==> src/rtl/arb_mux_pkg.sv <==
// Shared constants and helpers for the round-robin / fixed-priority arbitrating mux.
package arb_mux_pkg;

  localparam int unsigned MODE_RR    = 0;
  localparam int unsigned MODE_FIXED = 1;

  // Ceiling log2, never below 1 so a channel index always has at least one bit.
  function automatic int unsigned clog2(input int unsigned n);
    int unsigned r;
    r = 1;
    for (int unsigned i = 1; i < 32; i++) begin
      if ((32'd1 << i) < n) r = i + 1;
    end
    return r;
  endfunction

endpackage

==> src/rtl/rr_arb_mux_if.sv <==
// Handshake bundle between NUM_CH producers, the arbitrating mux and one consumer.
interface rr_arb_mux_if #(
  parameter int unsigned NUM_CH = 4,
  parameter int unsigned WIDTH  = 32
);
  import arb_mux_pkg::*;

  localparam int unsigned CH_W = clog2(NUM_CH);

  logic [NUM_CH-1:0]       in_valid;
  logic [NUM_CH*WIDTH-1:0] in_data;
  logic [NUM_CH-1:0]       in_ready;
  logic                    out_valid;
  logic [WIDTH-1:0]        out_data;
  logic [CH_W-1:0]         out_ch;
  logic                    out_ready;

  // Producer/consumer side.
  modport master (
    output in_valid, in_data, out_ready,
    input  in_ready, out_valid, out_data, out_ch
  );

  // Mux side.
  modport slave (
    input  in_valid, in_data, out_ready,
    output in_ready, out_valid, out_data, out_ch
  );

endinterface

==> src/rtl/rr_grant_picker.sv <==
// Combinational grant selection: rotate requests to start after ptr, then take the lowest set bit.
module rr_grant_picker
  import arb_mux_pkg::*;
#(
  parameter int unsigned NUM_CH = 4,
  localparam int unsigned CH_W  = clog2(NUM_CH)
) (
  input  logic [NUM_CH-1:0] req,
  input  logic [CH_W-1:0]   ptr,
  input  logic              mode,
  output logic [NUM_CH-1:0] grant,
  output logic [CH_W-1:0]   grant_idx,
  output logic              any_grant
);

  localparam int unsigned SW = CH_W + 1;

  logic [CH_W-1:0]     start;
  logic [2*NUM_CH-1:0] req_dbl;
  logic [NUM_CH-1:0]   rot;
  logic [CH_W-1:0]     off;
  logic [SW-1:0]       sum;

  always_comb begin
    start = '0;
    if (!mode) begin
      start = (ptr == CH_W'(NUM_CH - 1)) ? '0 : ptr + CH_W'(1);
    end
    req_dbl = {req, req};
    rot     = NUM_CH'(req_dbl >> start);
    off     = '0;
    for (int i = NUM_CH - 1; i >= 0; i--) begin
      if (rot[i]) off = CH_W'(i);
    end
    // Undo the rotation; wrap at NUM_CH so non-power-of-two counts never overflow the range.
    sum = {1'b0, start} + {1'b0, off};
    if (sum >= SW'(NUM_CH)) grant_idx = CH_W'(sum - SW'(NUM_CH));
    else                    grant_idx = sum[CH_W-1:0];
    any_grant = |req;
    grant     = any_grant ? (NUM_CH'(1) << grant_idx) : '0;
  end

endmodule

==> src/rtl/rr_arb_mux.sv <==
// NUM_CH:1 arbitrating mux with a registered output slot; round-robin or fixed priority by MODE.
module rr_arb_mux
  import arb_mux_pkg::*;
#(
  parameter int unsigned NUM_CH = 4,
  parameter int unsigned WIDTH  = 32,
  parameter int unsigned MODE   = MODE_RR
) (
  input logic          clk,
  input logic          rst_n,
  rr_arb_mux_if.slave  bus
);

  localparam int unsigned CH_W = clog2(NUM_CH);

  logic              out_valid_q, out_valid_d;
  logic [WIDTH-1:0]  out_data_q,  out_data_d;
  logic [CH_W-1:0]   out_ch_q,    out_ch_d;
  logic [CH_W-1:0]   rr_ptr_q,    rr_ptr_d;

  logic              load_c;
  logic              xfer_c;
  logic [NUM_CH-1:0] grant;
  logic [CH_W-1:0]   grant_idx;
  logic              any_grant;
  logic [WIDTH-1:0]  sel_data;

  rr_grant_picker #(.NUM_CH(NUM_CH)) u_picker (
    .req       (bus.in_valid),
    .ptr       (rr_ptr_q),
    .mode      (1'(MODE == MODE_FIXED)),
    .grant     (grant),
    .grant_idx (grant_idx),
    .any_grant (any_grant)
  );

  // Slot is free when empty or being drained this cycle.
  assign load_c = !out_valid_q || bus.out_ready;
  assign xfer_c = load_c && any_grant;

  assign bus.in_ready  = (rst_n && xfer_c) ? grant : '0;
  assign bus.out_valid = out_valid_q;
  assign bus.out_data  = out_data_q;
  assign bus.out_ch    = out_ch_q;

  always_comb begin
    sel_data = '0;
    for (int i = 0; i < NUM_CH; i++) begin
      if (grant_idx == CH_W'(i)) sel_data = bus.in_data[i*WIDTH +: WIDTH];
    end
  end

  // Next-state for the output slot and fairness pointer.
  always_comb begin
    out_valid_d = out_valid_q;
    out_data_d  = out_data_q;
    out_ch_d    = out_ch_q;
    rr_ptr_d    = rr_ptr_q;
    if (xfer_c) begin
      out_valid_d = 1'b1;
      out_data_d  = sel_data;
      out_ch_d    = grant_idx;
      rr_ptr_d    = grant_idx;
    end else if (bus.out_ready) begin
      out_valid_d = 1'b0;
    end
  end

  always_ff @(posedge clk or negedge rst_n) begin
    if (!rst_n) begin
      out_valid_q <= 1'b0;
      out_data_q  <= '0;
      out_ch_q    <= '0;
      rr_ptr_q    <= CH_W'(NUM_CH - 1);
    end else begin
      out_valid_q <= out_valid_d;
      out_data_q  <= out_data_d;
      out_ch_q    <= out_ch_d;
      rr_ptr_q    <= rr_ptr_d;
    end
  end

endmodule

==> src/flat_wrapper.sv <==
// flat-port wrapper written by rule: the top's interface ports become plain ports
module rr_arb_mux_flat import arb_mux_pkg::*;
#(
  parameter int unsigned NUM_CH = 4,
  parameter int unsigned WIDTH  = 32,
  parameter int unsigned MODE   = MODE_RR
)
  (clk, rst_n, bus_in_valid, bus_in_data, bus_out_ready, bus_in_ready, bus_out_valid, bus_out_data, bus_out_ch);
  rr_arb_mux_if #(.NUM_CH(NUM_CH), .WIDTH(WIDTH)) bus_i ();
  input logic clk;
  input logic rst_n;
  input wire logic [$bits(bus_i.in_valid)-1:0] bus_in_valid;
  input wire logic [$bits(bus_i.in_data)-1:0] bus_in_data;
  input wire logic [$bits(bus_i.out_ready)-1:0] bus_out_ready;
  output wire logic [$bits(bus_i.in_ready)-1:0] bus_in_ready;
  output wire logic [$bits(bus_i.out_valid)-1:0] bus_out_valid;
  output wire logic [$bits(bus_i.out_data)-1:0] bus_out_data;
  output wire logic [$bits(bus_i.out_ch)-1:0] bus_out_ch;
  assign bus_i.in_valid = bus_in_valid;
  assign bus_i.in_data = bus_in_data;
  assign bus_i.out_ready = bus_out_ready;
  assign bus_in_ready = bus_i.in_ready;
  assign bus_out_valid = bus_i.out_valid;
  assign bus_out_data = bus_i.out_data;
  assign bus_out_ch = bus_i.out_ch;
  rr_arb_mux #(.NUM_CH(NUM_CH), .WIDTH(WIDTH), .MODE(MODE)) u_core (.clk(clk), .rst_n(rst_n), .bus(bus_i));
endmodule
==> config.mk <==
export PLATFORM = sky130hd
export DESIGN_NAME = rr_arb_mux_flat
export DESIGN_NICKNAME = d
export VERILOG_FILES = /design/src/rtl/arb_mux_pkg.sv /design/src/rtl/rr_arb_mux_if.sv /design/src/rtl/rr_grant_picker.sv /design/src/rtl/rr_arb_mux.sv /design/src/flat_wrapper.sv
export SDC_FILE = /design/constraint.sdc
export NUM_CORES = 1
export LEC_CHECK = 0
export BUFFER_PORTS_ARGS = -buffer_cell sky130_fd_sc_hd__buf_2
export CORE_MARGIN = 2
export CORE_UTILIZATION = 46
export DETAILED_ROUTE_END_ITERATION = 8
export GPL_ROUTABILITY_DRIVEN = 0
export GPL_TIMING_DRIVEN = 0
export PLACE_DENSITY = 0.95
export SETUP_SLACK_MARGIN = 0.02
export SLEW_MARGIN = 20
export SYNTH_ARGS = -nofsm -noshare
export SYNTH_HDL_FRONTEND = slang
export SYNTH_HIERARCHICAL = 1
export SYNTH_SLANG_ARGS = --single-unit
==> constraint.sdc <==
create_clock -name clk -period 7.4 [get_ports clk]
set_input_delay 1.48 -clock clk [delete_from_list [all_inputs] [get_ports clk]]
set_output_delay 1.48 -clock clk [all_outputs]
set_load 0.02 [all_outputs]
# Word level (Yosys, flattened, before mapping)

Index checks and enable logic that the tools add are counted.

Bits in registers: 37
Input bits: 135
Output and inout port bits: 39
Word-level logic and storage cells: 35

Add/sub/neg operators: 3
Magnitude comparators: 1
Eq/ne operators: 4
Shift operators: 2
Multiplexer cells: 14
Reductions and logical operators: 7

Operators by type and width:

| cell                | number |
|---|---|
| $mux 32             | 4 |
| $mux 2              | 6 |
| $mux 4              | 2 |
| $shr 8x2->4         | 1 |
| $eq 2x2->1 const B  | 3 |
| $reduce_or 4->1     | 1 |
| $shl 1x2->4 const A | 1 |
| $add 2x2->3         | 1 |
| $ge 3x3->1 const B  | 1 |
| $add 2x1->2 const B | 1 |
| $eq 2x1->1 const B  | 1 |
| $logic_and 1x1->1   | 2 |
| $logic_not 2->1     | 1 |
| $mux 1              | 2 |
| $reduce_bool 2->1   | 1 |
| $sub 2x1->2 const B | 1 |
| $logic_not 1->1     | 1 |
| $logic_or 1x1->1    | 1 |

# Logic depth before layout (Yosys ltp)

Gate-level depths: netlist (run 1).

Word-level depth: 15
Mapped depth: 14
Depth with buffers taken out: 12

# Hierarchy

The synthesis (run 1) kept the hierarchy.

Modules (own cells, without submodules):

| module          | times used | cells each | area each (um^2) | seq. area each (um^2) |
|---|---|---|---|---|
| rr_arb_mux      | 1          | 128        | 2343.5           | 928.4 |
| rr_grant_picker | 1          | 36         | 247.7            | 0.0 |

# Worst setup path before layout (run 1)

OpenSTA, ideal clock, no wires.

Path type: in2out
From: in bus_in_valid[0]
To: out bus_in_ready[2]
Arrival: 3.133 ns
Data required time: 5.920 ns
Slack: 2.787 ns
Cell stages on the path: 10
Cells stage by stage: inv_1 -> a21oi_1 -> a211o_1 -> a2bb2oi_1 -> ha_1 -> inv_1 -> a2111oi_2 -> a22oi_1 -> a21oi_1 -> and3_1

Cells in the longest elaborated chain, start to end: 11
Elaborated cells on any way between the ends: 15
Those cells by class: add/sub: 2; order compare: 1; shift: 2; mux: 7; reduce/logical: 3

Ends and longest elaborated chain:

| what                                      | line                  | text |
|---|---|---|
| start: declaration                        | flat_wrapper.sv:12    | `input wire logic [$bits(bus_i.in_valid)-1:0] bus_in_valid;` |
| $shr 8x2->4                               | rr_grant_picker.sv:30 | `rot = NUM_CH'(req_dbl >> start);` |
| $mux 2 (4 in series)                      | rr_grant_picker.sv:33 | `if (rot[i]) off = CH_W'(i);` |
| $add 2x2->3                               | rr_grant_picker.sv:36 | `sum = {1'b0, start} + {1'b0, off};` |
| $ge 3x3->1 or $sub 2x1->2 (tied branches) | rr_grant_picker.sv:37 | `if (sum >= SW'(NUM_CH)) grant_idx = CH_W'(sum - SW'(NUM_CH));` |
| $mux 2                                    | rr_grant_picker.sv:37 |  |
| $shl 1x2->4                               | rr_grant_picker.sv:40 | `grant = any_grant ? (NUM_CH'(1) << grant_idx) : '0;` |
| $mux 4 *                                  | rr_grant_picker.sv:40 |  |
| named net u_core.grant[2]                 | rr_arb_mux.sv:23      | `logic [NUM_CH-1:0] grant;` |
| $mux 4 *                                  | rr_arb_mux.sv:41      | `assign bus.in_ready = (rst_n && xfer_c) ? grant : '0;` |
| end: declaration                          | flat_wrapper.sv:15    | `output wire logic [$bits(bus_i.in_ready)-1:0] bus_in_ready;` |

Mark *: on every way through the listed nets, which the timed path passes. The rest lies on a longest branch.

# Final worst setup path (run 1)

Same ends and word-level chain as after synthesis.

==> impl_metrics.py, run 1 <==
metrics = {
    "floorplanning": {
        "num_io_pins": 174,
        "std_cell_rows": 27,
        "initial_core_util_pct": 47.3,
        "die_w_um": 79.1,
        "core-area_um2": 5470,
        "die_h_um": 79.1,
        "die_area_um2": 6250,
    },
    "place": {
        "pre_cts_ws_ps": 2370,
        "dpl.hpwl_um": 5710,
        "dp_cells": 414,
        "port_buffers": 173,
    },
    "global_routing": {
        "grt_max_degree": 42,
        "grt.total_usage_pct": 22.8,
        "grt_pass1_wl_um": 11000,
        "grt_antenna_before_repair": 0,
        "grt_pass1_vias": 2352,
        "overflow": 0,
    },
    "worst_setup_path": {
        "worstSetupEndpointType": "primary output",
        "cp_data_required_time_ps": 5920,
        "cp.arrival_ps": 3630,
        "crit_fanout": 8,
        "critPathLaunchType": "input port",
        "crit_type": "input port to primary output",
    },
    "pwr": {
        "leakagePower_nw": 1.86,
        "sequentialPowerShare_pct": 25.1,
        "clkPwrFrac_pct": 10.9,
        "switching_share_pct": 38.0,
        "switching_power_uw": 558,
        "powerDensity_nw_per_um2": 400,
        "irDropWorstVdd_mv": 0.212,
        "internal-power_uw": 912,
        "p_comb_share_pct": 64.1,
    },
    "routing": {
        "drt-total-wl_um": 7090,
        "drc": 0,
        "routed-via-count": 2254,
        "routed_via_density": 5.34,
        "drt_iter0_drc": 87,
        "antenna_left": 0,
        "wire_per_inst_um": 16.8,
        "first_pass_iters": 5,
    },
    "synth": {
        "yosys_warnings": 6,
        "avgSynthCellArea_um2": 15.8,
        "ys.flop_type": "dfrtp_1",
        "seq_area_frac_synth_pct": 35.8,
        "syn_inst": 164,
        "synthDistinctLibCells": 43,
        "synth_area_um2": 2590,
        "ys_ff_latch": 37,
        "synthArstFlopShare_pct": 100,
        "synth_edf_count": 0,
    },
    "layout": {
        "final_cell_mix": "buf_2 (178), dfrtp_1 (35), mux4_2 (28), mux2_4 (28), clkbuf_8 (7)",
        "fill_cells": 433,
        "diodes": 0,
        "layout-drive-gt1-share_pct": 74.3,
        "syn_to_final_growth_pct": 41.7,
        "final_nets": 485,
        "instances_no_fill": 422,
        "final_common_cell": "buf_2",
        "post-route-util_pct": 67.1,
    },
    "sta": {
        "tightestPinTransition_ps": 855,
        "tns_ps": 0,
        "rsz0062_at_grt": "false",
        "maxSlewViolCount": 0,
        "max_freq_ghz": 0.196,
        "fin_skew_ps": 8.47,
        "max-slew-margin-rel_pct": 43.0,
        "setup_slack_ps": 2290,
        "period_share_pct": 69.1,
        "setup_viol": 0,
        "fin_crit_ps": 5110,
        "hold_viol": 0,
        "holdWs_ps": 497,
    },
    "clock_tree": {
        "cts_setup_buffers": 0,
        "hold_buffers": 0,
        "cts_tree": "built",
        "cts_resized": 0,
        "path_clk_slew_ps": 80,
        "clockRootBuffer": "clkbuf_8",
        "h-tree-depth": 2,
        "clock_latency_ps": 290,
        "clk_path_buf_depth": 2,
        "cts_buffers": 5,
        "clock-sinks": 37,
    },
    "hold_path": {
        "hp-class": "register to register",
    },
    "run_status": {
        "outcome": "completed",
    },
    "run": {
        "cap_violations": 0,
    },
}
-- cells by family (layout without fill, tap and decap cells) --
| group | count (synthesis) | after routing | share of synthesized area (%) |
|---|---|---|---|
| AND/OR/NAND/NOR | 21 | 21 | 4.64 |
| flip-flops | 37 | 37 | 35.8 |
| other | 1 | 6 | 0.145 |
| multiplexers | 67 | 67 | 47.6 |
| buffers and inverters | 14 | 195 | 4.73 |
| adder cells (fa/ha/maj) | 1 | 1 | 0.483 |
| XOR/XNOR | 1 | 1 | 0.338 |
| AO/OA/AOI/OAI | 22 | 22 | 6.23 |
-- stage by stage --
| stage | instance area (µm²) | total power, mW |
|---|---|---|
| after floorplan | 2610 | 1.08 |
| after global placement | 3570 | 1.29 |
| after detailed placement | 3570 | 1.32 |
| after CTS | 3670 | 1.48 |
| after global routing | 3670 | 1.55 |
| final | 3670 | 1.47 |
-- critical path, cell delays in order --
cell and delay [ps]:
buf_2 150, inv_1 110, a21oi_1 80, a211o_1 270, a2bb2oi_1 170, ha_1 250
inv_1 70, a2111oi_2 340, a22oi_1 180, a21oi_1 170, and3_1 170, buf_2 170
-- per-layer routing --
| layer | global-route usage, % | wire (µm) | vias up |
|---|---|---|---|
| met4 | 8.97 | 110 | 0 |
| met1 | 26.1 | 2690 | 1093 |
| met5 | 0 | 0 | - |
| li1 | - | - | 1032 |
| met2 | 40.8 | 3740 | 114 |
| met3 | 5.68 | 555 | 15 |
-- cell type report --
class	count	area, µm²	share of cell area [%]
Clock buffer	7	96.3	2.62
Sequential cell	37	928	25.3
Timing Repair Buffer	173	866	23.6
Buffer	12	115	3.14
Clock inverter	1	8.76	0.239
Multi-Input combinational cell	118	1560	42.5
Tap cell	72	90.1	2.45
Inverter	2	7.51	0.204
-- registers in the layout, summed over array words and instances, names as in the netlist --
signal / count
u_core/bus.out_valid: 1
u_core/rr_ptr_q: 2
u_core/bus.out_data: 32
u_core/bus.out_ch: 2
-- power groups by stage --
stage,clock [mW],sequential [mW],combinational (mW)
after floorplan,0,0.485,0.591
after global placement,0,0.362,0.924
after detailed placement,0,0.373,0.946
after CTS,0.165,0.369,0.951
after global routing,0.175,0.380,0.995
final,0.160,0.368,0.941
-- Yosys cell counts, drive strengths merged (2+ instances only) --
library cell	number	area (µm²)
mux2	34	488
a211o	2	18.8
dfrtp	35	876
nand2	3	11.3
nor3	2	10.0
and3	4	25.0
o21ai	2	10.0
dfstp	2	52.6
nand2b	2	12.5
mux4	32	736
a211oi	2	15.0
a21o	2	15.0
inv	2	7.51
or2	2	12.5
nor2	3	13.8
o21bai	2	15.0
buf	11	111
nor3b	2	15.0
nor2b	2	12.5
a21oi	4	20.0
-- final timing paths --
kind                            slack (ps)                  from  cells past startpoint                      end
min in group asynchronous             1290                 rst_n                      1  u_core/bus.out_data[11]
worst max-delay path                  2290       bus_in_valid[0]                     12          bus_in_ready[2]
worst max register to register        3690    u_core/rr_ptr_q[0]                     13   u_core/bus.out_data[0]
max in group asynchronous             5570                 rst_n                      1  u_core/bus.out_data[20]
worst min-delay path                   500  u_core/bus.out_ch[1]                      1     u_core/bus.out_ch[1]
worst min register to register         500  u_core/bus.out_ch[1]                      1     u_core/bus.out_ch[1]
Power figures use the tool's default switching activity.
==> run 2: changes to the inputs <==
ABC_AREA = 1   (was not set)
CORE_UTILIZATION = 39   (was 46)
PLACE_DENSITY = 0.89   (was 0.95)
clock period = 4.6 ns   (was 7.4 ns; I/O delays follow)
==> run 2 against run 1 <==
Compared with the run above:
- register-to-register slack worse by 2100 ps
- worst hold slack worse by 22 ps
- wire length is 38% higher
- global-route usage increased by 3.1 points
- flip-flop and latch count unchanged
- clock-buffer cell count did not move
- sequential share of layout area fell by 0.49 points
- area after synthesis up 3.0%
- critical endpoint is now bus_in_ready[0]
- highest routed layer unchanged
==> impl_metrics.py, run 2 <==
metrics = {
    "run_status": {
        "outcome": "completed",
    },
    "worst_setup_path": {
        "reg2reg_from": "u_core/rr_ptr_q[0]",
        "cp.arrival_ps": 2680,
        "r2r_cells": 19,
        "cp-startpoint": "bus_in_valid[1]",
        "cp-endpoint": "bus_in_ready[0]",
        "worstSetupEndpointType": "primary output",
        "r2r-end": "u_core/bus.out_data[21]",
        "reg2reg_slack_ps": 1570,
        "cp_data_required_time_ps": 3680,
        "crit_fanout": 4,
        "crit_type": "input port to primary output",
        "critPathLaunchType": "input port",
    },
    "global_routing": {
        "overflow": 0,
        "grt_pass1_vias": 3471,
        "grt.total_usage_pct": 26.0,
        "grt_max_degree": 39,
        "grt_pass1_wl_um": 15700,
        "grt_antenna_before_repair": 0,
    },
    "clock_tree": {
        "clock_latency_ps": 280,
        "cts_resized": 0,
        "h-tree-depth": 2,
        "clockRootBuffer": "clkbuf_8",
        "clk_path_buf_depth": 2,
        "path_clk_slew_ps": 70,
        "cts_setup_buffers": 0,
        "clock-sinks": 37,
        "cts_tree": "built",
        "cts_buffers": 5,
        "hold_buffers": 0,
    },
    "pwr": {
        "irDropWorstVdd_mv": 0.513,
        "powerDensity_nw_per_um2": 830,
        "leakagePower_nw": 2.21,
    },
    "synth": {
        "yosysMostFrequentCell": "nand2_1",
        "ys.flop_type": "dfrtp_1",
        "synth_area_leaders": "dfrtp_1 (33%), nand2_1 (25%), nand3_1 (13%)",
        "synthArstFlopShare_pct": 100,
        "yosys.area.top_type_share_pct": 32.8,
        "synth_area_leader_cell": "dfrtp_1",
        "seq_area_frac_synth_pct": 34.8,
        "avgSynthCellArea_um2": 6.02,
        "synthDistinctLibCells": 19,
        "synth_edf_count": 0,
        "ys_ff_latch": 37,
        "yosys-top-cells-count": "nand2_1 (175), nor2_1 (75), nand3_1 (70)",
        "syn_inst": 443,
        "yosys_warnings": 6,
        "synth_area_um2": 2670,
    },
    "sta": {
        "fin_crit_ps": 3600,
        "fin_skew_ps": 5.58,
        "period_share_pct": 78.2,
        "rsz0062_at_grt": "false",
        "tightestPinTransition_ps": 845,
        "max-slew-margin-rel_pct": 43.7,
        "max_freq_ghz": 0.278,
        "hold_viol": 0,
        "tns_ps": 0,
        "maxSlewViolCount": 0,
        "setup_viol": 0,
    },
    "floorplanning": {
        "die_w_um": 86.7,
        "die_h_um": 86.7,
        "num_io_pins": 174,
        "die_area_um2": 7520,
        "initial_core_util_pct": 39.7,
        "core-area_um2": 6720,
        "std_cell_rows": 30,
    },
    "routing": {
        "wire_per_inst_um": 13.9,
        "drc": 0,
        "drt_iter0_drc": 222,
        "routed-via-count": 3647,
        "routed_via_density": 5.17,
        "first_pass_iters": 7,
        "drt-total-wl_um": 9810,
        "antenna_left": 0,
    },
    "layout": {
        "largest_reg_flops": 32,
        "layout-drive-gt1-share_pct": 33.9,
        "final_nets": 761,
        "final_common_cell": "buf_2",
        "diodes": 0,
        "post-route-util_pct": 55.7,
        "final_cell_mix": "buf_2 (189), nand2_1 (175), nor2_1 (75), nand3_1 (70), dfrtp_1 (35)",
        "syn_to_final_growth_pct": 40.3,
    },
    "place": {
        "dpl.hpwl_um": 7480,
        "port_buffers": 173,
    },
    "hold_path": {
        "min_path_cells": 2,
        "hp-class": "register to register",
    },
    "run": {
        "cap_violations": 0,
    },
}
run 2: worst min-delay path by stage:
stage                                       start                      end  slack [ps]
after floorplan                u_core/rr_ptr_q[1]       u_core/rr_ptr_q[1]         460
after global placement    u_core/bus.out_data[10]  u_core/bus.out_data[10]         460
after detailed placement   u_core/bus.out_data[0]   u_core/bus.out_data[0]         460
after CTS                  u_core/bus.out_data[0]   u_core/bus.out_data[0]         480
after global routing      u_core/bus.out_data[13]  u_core/bus.out_data[13]         500
final                      u_core/bus.out_data[0]   u_core/bus.out_data[0]         480
run 2: final cells by class:
class,count,area (µm²)
fillers,669,2980
plain buffers,27,136
clock buffers,7,96.3
repair buffers,173,866
inverters,15,56.3
clock inverters,1,5.00
well taps,80,100
multi-input cells,366,1560
flip-flops and latches,37,928
run 2: worst max-delay path: stages:
cell and delay, ps:
buf_2 120, o21ai_0 100, nand2_1 70, nand2_1 70, nand2_2 90, a31oi_1 150
nor2_1 70, ha_1 230, xor2_2 200, inv_1 80, nand3_1 100, nand2_2 100
nor2_1 90, inv_1 40, nor2_1 90, buf_2 170
run 2: logic make-up after synthesis:
family,after synthesis,synth area share [%]
flip-flops,37,34.8
AND/OR/NAND/NOR,327,50.4
adder cells (fa/ha/maj),1,0.469
other,1,0.141
XOR/XNOR,1,0.610
AO/OA/AOI/OAI,34,6.42
buffers and inverters,42,7.22
run 2: per-stage QoR:
step                      total power, mW  instance area, µm²  worst slack (ps)  hold WS, ps  std cells
after floorplan                      2.13                2680              1260          463        445
after global placement               2.75                3640              1070          459        698
after detailed placement             2.83                3640              1020          460        698
after CTS                            3.08                3740              1020          479        706
after global routing                 3.39                3740               665          499        706
final                                3.11                3740              1000          475        706
run 2: per-layer routing:
metal  vias to the layer above  GRT usage (%)  part of all wire [%]
met4                         0           7.24                   1.4
met5                         -              0                     0
met2                       231           46.0                    49
met1                      1632           32.2                    40
li1                       1760              -                     -
met3                        24           4.76                   9.5
run 2: report_power, final:
part / internal, mW / total, mW / leakage, nW / switching (mW)
clock network: 0.135 / 0.248 / 0.0542 / 0.112
registers: 0.499 / 0.592 / 0.449 / 0.0928
logic: 0.733 / 2.27 / 1.71 / 1.54
total: 1.37 / 3.11 / 2.21 / 1.74
==> run 3: changes to the inputs <==
clock period = 2.9 ns   (was 4.6 ns; I/O delays follow)
==> run 3 against run 2 <==
Compared with the run above:
- the flow now finishes with violations (negative setup slack)
- clock-buffer cell count stayed put
- first-iteration DRC count up 7.7%
- die area unchanged
- final area grew 4.7%
- core utilization up 2.6 points
- flip-flop and latch count unchanged
- sequential power grew 61%
- critical endpoint unchanged
==> impl_metrics.py, run 3 (same netlist as run 2, synthesis figures left out) <==
metrics = {
    "clock_tree": {
        "hold_buffers": 0,
        "clockRootBuffer": "clkbuf_8",
        "path_clk_slew_ps": 80,
        "cts_buffers": 5,
        "clk_path_buf_depth": 2,
        "h-tree-depth": 2,
        "clock_latency_ps": 280,
        "clock-sinks": 37,
        "cts_tree": "built",
    },
    "place": {
        "dpl.hpwl_um": 7480,
        "port_buffers": 173,
    },
    "sta": {
        "setup_slack_ps": -253,
        "tightestPinTransition_ps": 849,
        "max_freq_ghz": 0.317,
        "fin_skew_ps": 5.56,
        "rsz0062_at_grt": "true",
        "period_share_pct": 109,
        "max-slew-margin-rel_pct": 43.4,
        "fin_crit_ps": 3150,
        "hold_viol": 0,
        "setup_viol": 26,
        "maxSlewViolCount": 0,
    },
    "worst_setup_path": {
        "cp.arrival_ps": 2570,
        "crit_type": "register to primary output",
        "crit_fanout": 6,
        "critPathLaunchType": "register",
        "cp_data_required_time_ps": 2320,
        "worstSetupEndpointType": "primary output",
    },
    "pwr": {
        "irDropWorstVdd_mv": 0.822,
        "p_total_mw": 5.25,
        "powerDensity_nw_per_um2": 1340,
        "leakagePower_nw": 2.27,
    },
    "floorplanning": {
        "num_io_pins": 174,
        "core-area_um2": 6720,
        "die_h_um": 86.7,
        "initial_core_util_pct": 39.7,
        "std_cell_rows": 30,
        "die_area_um2": 7520,
        "die_w_um": 86.7,
    },
    "global_routing": {
        "grt_antenna_before_repair": 0,
        "grt_pass1_wl_um": 15700,
        "overflow": 0,
        "grt.total_usage_pct": 26.1,
        "grt_max_degree": 39,
        "grt_pass1_vias": 3484,
    },
    "routing": {
        "drc": 0,
        "drt-total-wl_um": 10000,
        "wire_per_inst_um": 14.1,
        "first_pass_iters": 4,
        "antenna_left": 0,
        "routed-via-count": 3656,
        "drt_iter0_drc": 239,
        "routed_via_density": 5.15,
    },
    "layout": {
        "syn_to_final_growth_pct": 46.9,
        "largest_reg_flops": 32,
        "diodes": 0,
        "final_common_cell": "buf_2",
        "post-route-util_pct": 58.3,
        "final_cell_mix": "buf_2 (179), nand2_1 (168), nor2_1 (71), nand3_1 (67), dfrtp_1 (35)",
        "final_nets": 765,
        "layout-drive-gt1-share_pct": 37.0,
    },
    "run": {
        "cap_violations": 0,
    },
    "run_status": {
        "outcome": "finished, violations left",
        "violations": "negative setup slack",
    },
    "hold_path": {
        "hp-class": "input port to asynchronous set/reset pin",
    },
}
==> run 3: changes by cell type in the layout (fill, tap and decap cells not counted), sizes merged <==
cell    change
clkbuf      +3
buf         +1
==> run 3: path summary, 6_finish.rpt <==
kind                                              from                      end  slack [ps]  cells after the start
worst max-delay path                u_core/rr_ptr_q[0]          bus_in_ready[0]        -250                     15
worst min-delay path                             rst_n  u_core/bus.out_data[11]         400                      1
worst max register to register      u_core/rr_ptr_q[0]  u_core/bus.out_data[21]         -40                     18
worst min register to register  u_core/bus.out_data[0]   u_core/bus.out_data[0]         470                      2
max in group asynchronous                        rst_n   u_core/bus.out_data[2]        1960                      1
min in group clk                u_core/bus.out_data[0]   u_core/bus.out_data[0]         470                      2
==> run 3: where the power goes <==
group / internal (mW) / leakage [nW] / switching, mW / total (mW)
Sequential: 0.792 / 0.449 / 0.159 / 0.951
Combinational: 1.38 / 1.76 / 2.53 / 3.90
Clock: 0.215 / 0.0542 / 0.179 / 0.394
Total: 2.38 / 2.27 / 2.87 / 5.25
==> run 3: repair_timing <==
item | CTS | global route
resized for setup | 15 | 28
endpoints found under the setup margin | 36 | 36
pin swaps | 7 | 7
buffers inserted | 2 | 2
==> run 3: final cells by class <==
class	instances	area, µm²
fillers	645	2800
clock inverters	1	5.00
inverters	15	56.3
well taps	80	100
clock buffers	7	96.3
plain buffers	27	170
multi-input cells	366	1660
flip-flops and latches	37	928
repair buffers	177	906
==> run 3: layer usage <==
metal / wire length (µm) / track usage (%)
met1: 4120 / 32.2
met2: 4950 / 46.2
met3: 831 / 4.76
met4: 132 / 7.67
met5: 0 / 0
==> run 3: worst max-delay path: stages, from the launching register on <==
cell     delay [ps]
dfstp_2         640
inv_2            90
nand2_2         100
nand3_4         120
nand2_1         150
nand2_2         100
nor2_2          120
ha_2            230
xor2_4          180
inv_2            60
nand3_2          80
nand2_2          70
nor2_1           90
inv_1            40
nor2_1           90
buf_4           150
==> run 3: stage by stage <==
| step | setup TNS [ps] | std cells | instance area, µm² | hold WS [ps] | setup WS (ps) |
|---|---|---|---|---|---|
| after global routing | -7920 | 710 | 3920 | 456 | -427 |
| after global placement | 0 | 698 | 3640 | 459 | 40.7 |
| after CTS | -567 | 708 | 3810 | 422 | -149 |
| after floorplan | 0 | 445 | 2680 | 284 | 183 |
| final | -1260 | 710 | 3920 | 399 | -253 |
| after detailed placement | -902 | 698 | 3640 | 460 | -52.0 |
